File: src/rtl/rv_id_pkg.sv
// Shared decode constants, immediate formats and the decoded-control bundle
// used by the RV32I decode stage.
package rv_id_pkg;

    localparam logic [5:0] ALU_NONE  = 6'd0;
    localparam logic [5:0] ALU_ADD   = 6'd1;
    localparam logic [5:0] ALU_SUB   = 6'd2;
    localparam logic [5:0] ALU_SLL   = 6'd3;
    localparam logic [5:0] ALU_JAL   = 6'd4;
    localparam logic [5:0] ALU_ADDI  = 6'd5;
    localparam logic [5:0] ALU_AND   = 6'd6;
    localparam logic [5:0] ALU_OR    = 6'd7;
    localparam logic [5:0] ALU_XOR   = 6'd8;
    localparam logic [5:0] ALU_BLT   = 6'd9;
    localparam logic [5:0] ALU_BEQ   = 6'd10;
    localparam logic [5:0] ALU_SRL   = 6'd11;
    localparam logic [5:0] ALU_LW    = 6'd12;
    localparam logic [5:0] ALU_SW    = 6'd13;
    localparam logic [5:0] ALU_LUI   = 6'd14;
    localparam logic [5:0] ALU_AUIPC = 6'd15;
    localparam logic [5:0] ALU_JALR  = 6'd16;
    localparam logic [5:0] ALU_BNE   = 6'd17;
    localparam logic [5:0] ALU_SLT   = 6'd18;
    localparam logic [5:0] ALU_SRA   = 6'd19;
    localparam logic [5:0] ALU_ANDI  = 6'd20;
    localparam logic [5:0] ALU_ORI   = 6'd21;
    localparam logic [5:0] ALU_XORI  = 6'd22;

    localparam logic [6:0] OPC_OP     = 7'b0110011;
    localparam logic [6:0] OPC_OPIMM  = 7'b0010011;
    localparam logic [6:0] OPC_LOAD   = 7'b0000011;
    localparam logic [6:0] OPC_STORE  = 7'b0100011;
    localparam logic [6:0] OPC_BRANCH = 7'b1100011;
    localparam logic [6:0] OPC_JAL    = 7'b1101111;
    localparam logic [6:0] OPC_JALR   = 7'b1100111;
    localparam logic [6:0] OPC_LUI    = 7'b0110111;
    localparam logic [6:0] OPC_AUIPC  = 7'b0010111;

    localparam logic [6:0] F7_BASE = 7'b0000000;
    localparam logic [6:0] F7_ALT  = 7'b0100000;

    localparam logic [2:0] F3_ADD  = 3'b000;
    localparam logic [2:0] F3_SLL  = 3'b001;
    localparam logic [2:0] F3_SLT  = 3'b010;
    localparam logic [2:0] F3_XOR  = 3'b100;
    localparam logic [2:0] F3_SR   = 3'b101;
    localparam logic [2:0] F3_OR   = 3'b110;
    localparam logic [2:0] F3_AND  = 3'b111;
    localparam logic [2:0] F3_W    = 3'b010;
    localparam logic [2:0] F3_BEQ  = 3'b000;
    localparam logic [2:0] F3_BNE  = 3'b001;
    localparam logic [2:0] F3_BLT  = 3'b100;
    localparam logic [2:0] F3_JALR = 3'b000;

    typedef enum logic [2:0] {
        IMM_NONE = 3'd0,
        IMM_I    = 3'd1,
        IMM_S    = 3'd2,
        IMM_B    = 3'd3,
        IMM_U    = 3'd4,
        IMM_J    = 3'd5
    } imm_fmt_e;

    typedef struct packed {
        logic [5:0] aluop;
        imm_fmt_e   fmt;
        logic       reg_we;
        logic       mem_rd;
        logic       mem_wr;
        logic       branch;
        logic       jump;
        logic       illegal;
        logic       use_rs1;
        logic       use_rs2;
    } dec_t;

    // Canonical "unrecognised instruction" bundle: no side effects, illegal flagged.
    function automatic dec_t dec_none();
        dec_t d;
        d.aluop   = ALU_NONE;
        d.fmt     = IMM_NONE;
        d.reg_we  = 1'b0;
        d.mem_rd  = 1'b0;
        d.mem_wr  = 1'b0;
        d.branch  = 1'b0;
        d.jump    = 1'b0;
        d.illegal = 1'b1;
        d.use_rs1 = 1'b0;
        d.use_rs2 = 1'b0;
        return d;
    endfunction

endpackage

File: src/rtl/rv_imm_gen.sv
// Combinational immediate generator: extracts the I/S/B/U/J immediate of an
// RV32I instruction and sign-extends it from bit 31 to XLEN.
module rv_imm_gen
    import rv_id_pkg::*;
#(
    parameter int XLEN = 32
) (
    input  logic [31:0]     instr,
    input  imm_fmt_e        fmt,
    output logic [XLEN-1:0] imm
);

    logic [31:0] imm32_s;
    logic        unused_opcode_s;

    assign unused_opcode_s = ^instr[6:0];

    // Assemble the 32-bit immediate for the selected format
    always_comb begin
        imm32_s = 32'd0;
        case (fmt)
            IMM_I:   imm32_s = {{20{instr[31]}}, instr[31:20]};
            IMM_S:   imm32_s = {{20{instr[31]}}, instr[31:25], instr[11:7]};
            IMM_B:   imm32_s = {{19{instr[31]}}, instr[31], instr[7], instr[30:25], instr[11:8], 1'b0};
            IMM_U:   imm32_s = {instr[31:12], 12'd0};
            IMM_J:   imm32_s = {{11{instr[31]}}, instr[31], instr[19:12], instr[20], instr[30:21], 1'b0};
            IMM_NONE: imm32_s = 32'd0;
            default: imm32_s = 32'd0;
        endcase
    end

    generate
        if (XLEN > 32) begin : g_wide
            assign imm = {{(XLEN-32){imm32_s[31]}}, imm32_s};
        end else begin : g_narrow
            assign imm = imm32_s;
        end
    endgenerate

endmodule

File: src/rtl/id_stage.sv
// Registered RV32I decode stage: valid/ready input from fetch, one-cycle
// decode into a holding register for execute, with load-use bubble insertion.
module id_stage
    import rv_id_pkg::*;
#(
    parameter int XLEN     = 32,
    parameter int ALUOP_W  = 6,
    parameter int LOAD_LAT = 1
) (
    input  logic               clk,
    input  logic               rst,
    input  logic               flush,
    input  logic               in_valid,
    output logic               in_ready,
    input  logic [31:0]        in_instr,
    input  logic [XLEN-1:0]    in_pc,
    output logic               out_valid,
    input  logic               out_ready,
    output logic [XLEN-1:0]    out_pc,
    output logic [ALUOP_W-1:0] out_aluop,
    output logic [4:0]         out_rs1,
    output logic [4:0]         out_rs2,
    output logic [4:0]         out_rd,
    output logic [XLEN-1:0]    out_imm,
    output logic               out_reg_we,
    output logic               out_mem_rd,
    output logic               out_mem_wr,
    output logic               out_branch,
    output logic               out_jump,
    output logic               out_illegal
);

    localparam logic [1:0] BUBBLES = 2'(LOAD_LAT - 1);

    logic [6:0]      opcode_s;
    logic [2:0]      funct3_s;
    logic [6:0]      funct7_s;
    logic [4:0]      rs1_s;
    logic [4:0]      rs2_s;
    logic [4:0]      rd_s;
    dec_t            dec_s;
    logic [XLEN-1:0] imm_s;
    logic            hazard_s;
    logic            accept_s;
    logic            consume_s;
    logic            in_ready_s;

    logic               out_valid_r;
    logic [1:0]         bcnt_r;
    logic [XLEN-1:0]    out_pc_r;
    logic [ALUOP_W-1:0] out_aluop_r;
    logic [4:0]         out_rs1_r;
    logic [4:0]         out_rs2_r;
    logic [4:0]         out_rd_r;
    logic [XLEN-1:0]    out_imm_r;
    logic               out_reg_we_r;
    logic               out_mem_rd_r;
    logic               out_mem_wr_r;
    logic               out_branch_r;
    logic               out_jump_r;
    logic               out_illegal_r;

    assign opcode_s = in_instr[6:0];
    assign funct3_s = in_instr[14:12];
    assign funct7_s = in_instr[31:25];
    assign rs1_s    = in_instr[19:15];
    assign rs2_s    = in_instr[24:20];
    assign rd_s     = in_instr[11:7];

    // Decode the incoming instruction into ALUop, immediate format and control flags
    always_comb begin
        dec_s = dec_none();
        case (opcode_s)
            OPC_OP: begin
                dec_s.reg_we  = 1'b1;
                dec_s.use_rs1 = 1'b1;
                dec_s.use_rs2 = 1'b1;
                case ({funct7_s, funct3_s})
                    {F7_BASE, F3_ADD}: dec_s.aluop = ALU_ADD;
                    {F7_ALT,  F3_ADD}: dec_s.aluop = ALU_SUB;
                    {F7_BASE, F3_SLL}: dec_s.aluop = ALU_SLL;
                    {F7_BASE, F3_SLT}: dec_s.aluop = ALU_SLT;
                    {F7_BASE, F3_XOR}: dec_s.aluop = ALU_XOR;
                    {F7_BASE, F3_SR}:  dec_s.aluop = ALU_SRL;
                    {F7_ALT,  F3_SR}:  dec_s.aluop = ALU_SRA;
                    {F7_BASE, F3_OR}:  dec_s.aluop = ALU_OR;
                    {F7_BASE, F3_AND}: dec_s.aluop = ALU_AND;
                    default:           dec_s.aluop = ALU_NONE;
                endcase
            end
            OPC_OPIMM: begin
                dec_s.fmt     = IMM_I;
                dec_s.reg_we  = 1'b1;
                dec_s.use_rs1 = 1'b1;
                case (funct3_s)
                    F3_ADD:  dec_s.aluop = ALU_ADDI;
                    F3_XOR:  dec_s.aluop = ALU_XORI;
                    F3_OR:   dec_s.aluop = ALU_ORI;
                    F3_AND:  dec_s.aluop = ALU_ANDI;
                    default: dec_s.aluop = ALU_NONE;
                endcase
            end
            OPC_LOAD: begin
                dec_s.fmt     = IMM_I;
                dec_s.reg_we  = 1'b1;
                dec_s.mem_rd  = 1'b1;
                dec_s.use_rs1 = 1'b1;
                if (funct3_s == F3_W) dec_s.aluop = ALU_LW;
                else                  dec_s.aluop = ALU_NONE;
            end
            OPC_STORE: begin
                dec_s.fmt     = IMM_S;
                dec_s.mem_wr  = 1'b1;
                dec_s.use_rs1 = 1'b1;
                dec_s.use_rs2 = 1'b1;
                if (funct3_s == F3_W) dec_s.aluop = ALU_SW;
                else                  dec_s.aluop = ALU_NONE;
            end
            OPC_BRANCH: begin
                dec_s.fmt     = IMM_B;
                dec_s.branch  = 1'b1;
                dec_s.use_rs1 = 1'b1;
                dec_s.use_rs2 = 1'b1;
                case (funct3_s)
                    F3_BEQ:  dec_s.aluop = ALU_BEQ;
                    F3_BNE:  dec_s.aluop = ALU_BNE;
                    F3_BLT:  dec_s.aluop = ALU_BLT;
                    default: dec_s.aluop = ALU_NONE;
                endcase
            end
            OPC_JAL: begin
                dec_s.fmt    = IMM_J;
                dec_s.reg_we = 1'b1;
                dec_s.jump   = 1'b1;
                dec_s.aluop  = ALU_JAL;
            end
            OPC_JALR: begin
                dec_s.fmt     = IMM_I;
                dec_s.reg_we  = 1'b1;
                dec_s.jump    = 1'b1;
                dec_s.use_rs1 = 1'b1;
                if (funct3_s == F3_JALR) dec_s.aluop = ALU_JALR;
                else                     dec_s.aluop = ALU_NONE;
            end
            OPC_LUI: begin
                dec_s.fmt    = IMM_U;
                dec_s.reg_we = 1'b1;
                dec_s.aluop  = ALU_LUI;
            end
            OPC_AUIPC: begin
                dec_s.fmt    = IMM_U;
                dec_s.reg_we = 1'b1;
                dec_s.aluop  = ALU_AUIPC;
            end
            default: dec_s = dec_none();
        endcase
        // Unrecognised funct fields collapse to the side-effect-free illegal bundle
        if (dec_s.aluop == ALU_NONE) begin
            dec_s = dec_none();
        end else begin
            dec_s.illegal = 1'b0;
            dec_s.reg_we  = dec_s.reg_we & (rd_s != 5'd0);
        end
    end

    rv_imm_gen #(.XLEN(XLEN)) u_imm_gen (
        .instr (in_instr),
        .fmt   (dec_s.fmt),
        .imm   (imm_s)
    );

    // Only the held instruction is compared; anything already consumed is out of reach
    assign hazard_s = out_valid_r && out_mem_rd_r && (out_rd_r != 5'd0) && in_valid &&
                      ((dec_s.use_rs1 && (rs1_s == out_rd_r)) ||
                       (dec_s.use_rs2 && (rs2_s == out_rd_r)));

    assign in_ready_s = !flush && (bcnt_r == 2'd0) && !hazard_s && (!out_valid_r || out_ready);
    assign accept_s   = in_valid && in_ready_s;
    assign consume_s  = out_valid_r && out_ready;

    // Output-valid flag and load-use bubble counter
    always_ff @(posedge clk) begin
        if (rst) begin
            out_valid_r <= 1'b0;
            bcnt_r      <= 2'd0;
        end else if (flush) begin
            out_valid_r <= 1'b0;
            bcnt_r      <= 2'd0;
        end else begin
            if (accept_s) begin
                out_valid_r <= 1'b1;
            end else if (consume_s) begin
                out_valid_r <= 1'b0;
            end else begin
                out_valid_r <= out_valid_r;
            end
            if (hazard_s && consume_s) begin
                bcnt_r <= BUBBLES;
            end else if (bcnt_r != 2'd0) begin
                bcnt_r <= bcnt_r - 2'd1;
            end else begin
                bcnt_r <= bcnt_r;
            end
        end
    end

    // Decoded payload register, loaded only on an accepted instruction
    always_ff @(posedge clk) begin
        if (rst) begin
            out_pc_r      <= {XLEN{1'b0}};
            out_aluop_r   <= {ALUOP_W{1'b0}};
            out_rs1_r     <= 5'd0;
            out_rs2_r     <= 5'd0;
            out_rd_r      <= 5'd0;
            out_imm_r     <= {XLEN{1'b0}};
            out_reg_we_r  <= 1'b0;
            out_mem_rd_r  <= 1'b0;
            out_mem_wr_r  <= 1'b0;
            out_branch_r  <= 1'b0;
            out_jump_r    <= 1'b0;
            out_illegal_r <= 1'b0;
        end else if (accept_s) begin
            out_pc_r      <= in_pc;
            out_aluop_r   <= ALUOP_W'(dec_s.aluop);
            out_rs1_r     <= rs1_s;
            out_rs2_r     <= rs2_s;
            out_rd_r      <= rd_s;
            out_imm_r     <= imm_s;
            out_reg_we_r  <= dec_s.reg_we;
            out_mem_rd_r  <= dec_s.mem_rd;
            out_mem_wr_r  <= dec_s.mem_wr;
            out_branch_r  <= dec_s.branch;
            out_jump_r    <= dec_s.jump;
            out_illegal_r <= dec_s.illegal;
        end else begin
            out_pc_r      <= out_pc_r;
            out_aluop_r   <= out_aluop_r;
            out_rs1_r     <= out_rs1_r;
            out_rs2_r     <= out_rs2_r;
            out_rd_r      <= out_rd_r;
            out_imm_r     <= out_imm_r;
            out_reg_we_r  <= out_reg_we_r;
            out_mem_rd_r  <= out_mem_rd_r;
            out_mem_wr_r  <= out_mem_wr_r;
            out_branch_r  <= out_branch_r;
            out_jump_r    <= out_jump_r;
            out_illegal_r <= out_illegal_r;
        end
    end

    assign in_ready    = in_ready_s;
    assign out_valid   = out_valid_r;
    assign out_pc      = out_pc_r;
    assign out_aluop   = out_aluop_r;
    assign out_rs1     = out_rs1_r;
    assign out_rs2     = out_rs2_r;
    assign out_rd      = out_rd_r;
    assign out_imm     = out_imm_r;
    assign out_reg_we  = out_reg_we_r;
    assign out_mem_rd  = out_mem_rd_r;
    assign out_mem_wr  = out_mem_wr_r;
    assign out_branch  = out_branch_r;
    assign out_jump    = out_jump_r;
    assign out_illegal = out_illegal_r;

endmodule

File: config.mk
export PLATFORM = sky130hd
export DESIGN_NAME = id_stage
export DESIGN_NICKNAME = d
export VERILOG_FILES = /design/src/rtl/rv_id_pkg.sv /design/src/rtl/rv_imm_gen.sv /design/src/rtl/id_stage.sv
export SDC_FILE = /design/constraint.sdc
export NUM_CORES = 1
export LEC_CHECK = 0
export ABC_AREA = 1
export CORE_MARGIN = 10
export CORE_UTILIZATION = 48
export DETAILED_ROUTE_END_ITERATION = 8
export PLACE_DENSITY_LB_ADDON = 0.1
export SLEW_MARGIN = 20
export SYNTH_ARGS = -nofsm -noshare
export SYNTH_HDL_FRONTEND = slang
export SYNTH_SLANG_ARGS = --single-unit
File: constraint.sdc
create_clock -name clk -period 4.3 [get_ports clk]
set_input_delay 0.86 -clock clk [delete_from_list [all_inputs] [get_ports clk]]
set_output_delay 0.86 -clock clk [all_outputs]
set_load 0.02 [all_outputs]
==> results.yml <==
outcome:
  status: "finished clean"
run:
  drv_cap: 0
clocking:
  cts_setup_buffers: 0
  cts_tree: "built"
  cts_root_buf: "clkbuf_8"
  cts_hold_buffers: 0
  clkLatencyLatePin_ps: 360
  cts.repair.resized: 0
  htree_levels: 3
  clk_path_buf_depth: 2
  cts_sinks: 93
  clk_pin_slew_ps: 90
  numCtsBuffers: 9
placement:
  gp_congestion: 0.833
  port_buffers: 160
  place_inst: 875
  postPlaceCellArea_mm2: 0.00594
  dp_hpwl_um: 10500
synthesis:
  ys_types: 35
  synth_top_area_cell: "dfxtp_1"
  synth_area_mm2: 0.00433
  async_flop_share: 0
  synth_top_area_frac: 0.430
  postSynthAreaPerCell_um2: 6.84
  seq_area_frac_synth: 0.430
  synthMuxAreaShare: 0
  synth.area.top_cells: "dfxtp_1, nand2_1, a21oi_1"
  synth_top_family_by_area: "simple AND/OR/NAND/NOR gates"
  ys_warn_count: 0
  synth_edf_count: 0
  synth_flop_cell: "dfxtp_1"
  synth_compound_area_frac: 0.144
  synthSimpleGateAreaFrac: 0.329
  synth_fa_ha_area_frac: 0.00289
  ys_seq_elements: 93
  synth_xor_area_frac: 0.0121
  syn_nets: 703
  netlist_instances: 633
worst_hold_path:
  hold_path_end: "bcnt_r[0]$_SDFFE_PP0P_"
  min-delay-path-class: "flop to flop"
  hp-start: "bcnt_r[0]$_SDFFE_PP0P_"
  holdPathStages: 2
critical_path:
  endpoint_kind: "output port"
  timing.rr.start: "out_rd[3]$_SDFFE_PP0P_"
  cp.arrival_ps: 2910
  r2r_cells: 11
  required_ps: 3440
  r2r-end: "out_imm[7]$_SDFFE_PP0P_"
  slowest_stage: "clkdlybuf4s50_1"
  crit_family: "simple AND/OR/NAND/NOR gates"
  criticalPathCategory: "primary input to output port"
  worstPathMaxFanout: 4
  critPathMaxStageDelay_ps: 500
  crit_chain: "clkdlybuf4s50_1, inv_1, nand3_2, inv_1, nand2_1, nand2_1, nand2_1, nand3_1, nor2_1, nand3_2, nand3_2, nand2_1, inv_1, dlymetal6s2s_1"
  cp_num_buf_inv: 5
  start_kind: "primary input"
  crit_top_cell: "nand2_1"
  rrSetupSlack_ps: 1870
detailed_routing:
  via_count: 4660
  drtPass1Iterations: 5
  routed_wl_um: 14100
  ant_nets: 0
  wl_per_cell_um: 15.8
  vias_per_cell: 5.23
  drcViolationCount: 0
  first_iter_violations: 394
global_route:
  grt_max_degree: 94
  overflow: 0
  grtUsageTotal: 0.200
  grt_pass1_vias: 4420
  antenna_found_initial: 0
  grt_pass1_wl_um: 21900
timing:
  drv_slew: 0
  tns_ps: 0
  hold_violations: 0
  worst-slew-pin-transition_ps: 732
  fmaxAchievable_mhz: 265
  fin_worst_skew_ps: 14.3
  setup_viol: 0
  finalCritPeriodShare: 0.877
  period_minus_slack_ps: 3770
  slew-limit-headroom: 0.512
  rsz0062_at_grt: "no"
floorplan:
  dieArea_mm2: 0.0132
  core_mm2: 0.00876
  initial_core_util: 0.494
  die_w_um: 115
  die_h_um: 115
  io_pins: 162
  fp-row-count: 34
final_layout:
  final_layout_size_suffix_gt1_frac: 0.0626
  syn_to_final_growth_pct: 42.3
  diodes: 0
  num-nets-final: 848
  fin_cells: 891
  final_area_mm2: 0.00616
pwr:
  power.total_uw: 1820
  p_per_area_mw_per_mm2: 296
  leakage_uw: 0.00238
  peakVddDrop_mv: 0.188
-- layer usage --
metal	vias to the layer above	wire [um]	GRT usage
met1	2148	5850	0.247
met3	17	1310	0.0682
met2	172	6760	0.327
li1	2323	-	-
met5	-	0	0
met4	0	167	0.0437
-- registers in the layout, summed over array words and instances, names as in the netlist --
register     cells
out_rd           5
out_aluop        5
out_mem_rd       1
out_rs1          5
out_valid        1
out_imm         32
out_pc          32
bcnt_r           2
out_jump         1
out_branch       1
out_illegal      1
out_mem_wr       1
out_reg_we       1
out_rs2          5
-- cell usage after synthesis, types with 7 or more instances --
library cell  number
o21ai_1           12
o21ai_0            9
inv_1             33
buf_4             10
clkbuf_1          11
nand3_2            7
dfxtp_1           93
nand3_1           30
a21oi_1           92
buf_2              7
nor2_1            50
nand2_1          224
-- worst min-delay path, stage by stage, from the launching register on --
cell	delay, ps
dfxtp_1	320
nand2_1	50
a21oi_1	50
-- cell usage in the layout, fill, tap and decap left out, drive strengths merged, types with 6 or more instances in the layout --
cell type and count:
a21oi 92, buf 8, clkbuf 10, clkdlybuf4s50 158
dfxtp 93, inv 42, nand2 229, nand3 37
nor2 56, nor3 6, o21ai 21
-- power by group --
part | internal (uW) | leakage, uW | switching (uW)
Combinational | 134 | 0.00152 | 160
Sequential | 886 | 0.000755 | 16.1
Clock | 294 | 0.000105 | 329
-- cell families (layout without fill, tap and decap cells) --
logic type,count (synthesis),count (layout)
xor gates and xnor gates,6,6
buffers and inverters,73,223
AOI/OAI and AO/OA,121,121
DFF,93,93
adders and majority gates,1,1
other,1,1
and+or+nand+nor,338,338
-- final cells by class --
cell class	count	area (um2)
tap	108	135
timing repair buffer	167	1680
fill	778	2610
clock buffer	10	138
multi-input combinational	467	2120
clock inverter	6	75.1
inverter	40	150
sequential	93	1860
-- metrics by stage --
| step | hold slack [ps] | setup slack (ps) | utilization |
|---|---|---|---|
| finish | 459 | 528 | 0.703 |
| CTS | 458 | 127 | 0.702 |
| floorplan | 432 | 1430 | - |
| global route | 479 | 304 | 0.703 |
| detailed placement | 445 | 136 | 0.678 |
| global placement | 440 | 156 | 0.678 |
-- worst max path at each step --
stage | startpoint | end | slack, ps | depth (start not counted)
4_1_cts | in_instr[4] | in_ready | 130 | 14
6_report | in_instr[4] | in_ready | 530 | 14
3_5_place_dp | in_instr[4] | in_ready | 140 | 14
5_1_grt | in_instr[4] | in_ready | 300 | 14
2_1_floorplan | in_instr[1] | in_ready | 1430 | 13
3_3_place_gp | in_instr[4] | in_ready | 160 | 14
(Power assumes the default switching activity.)
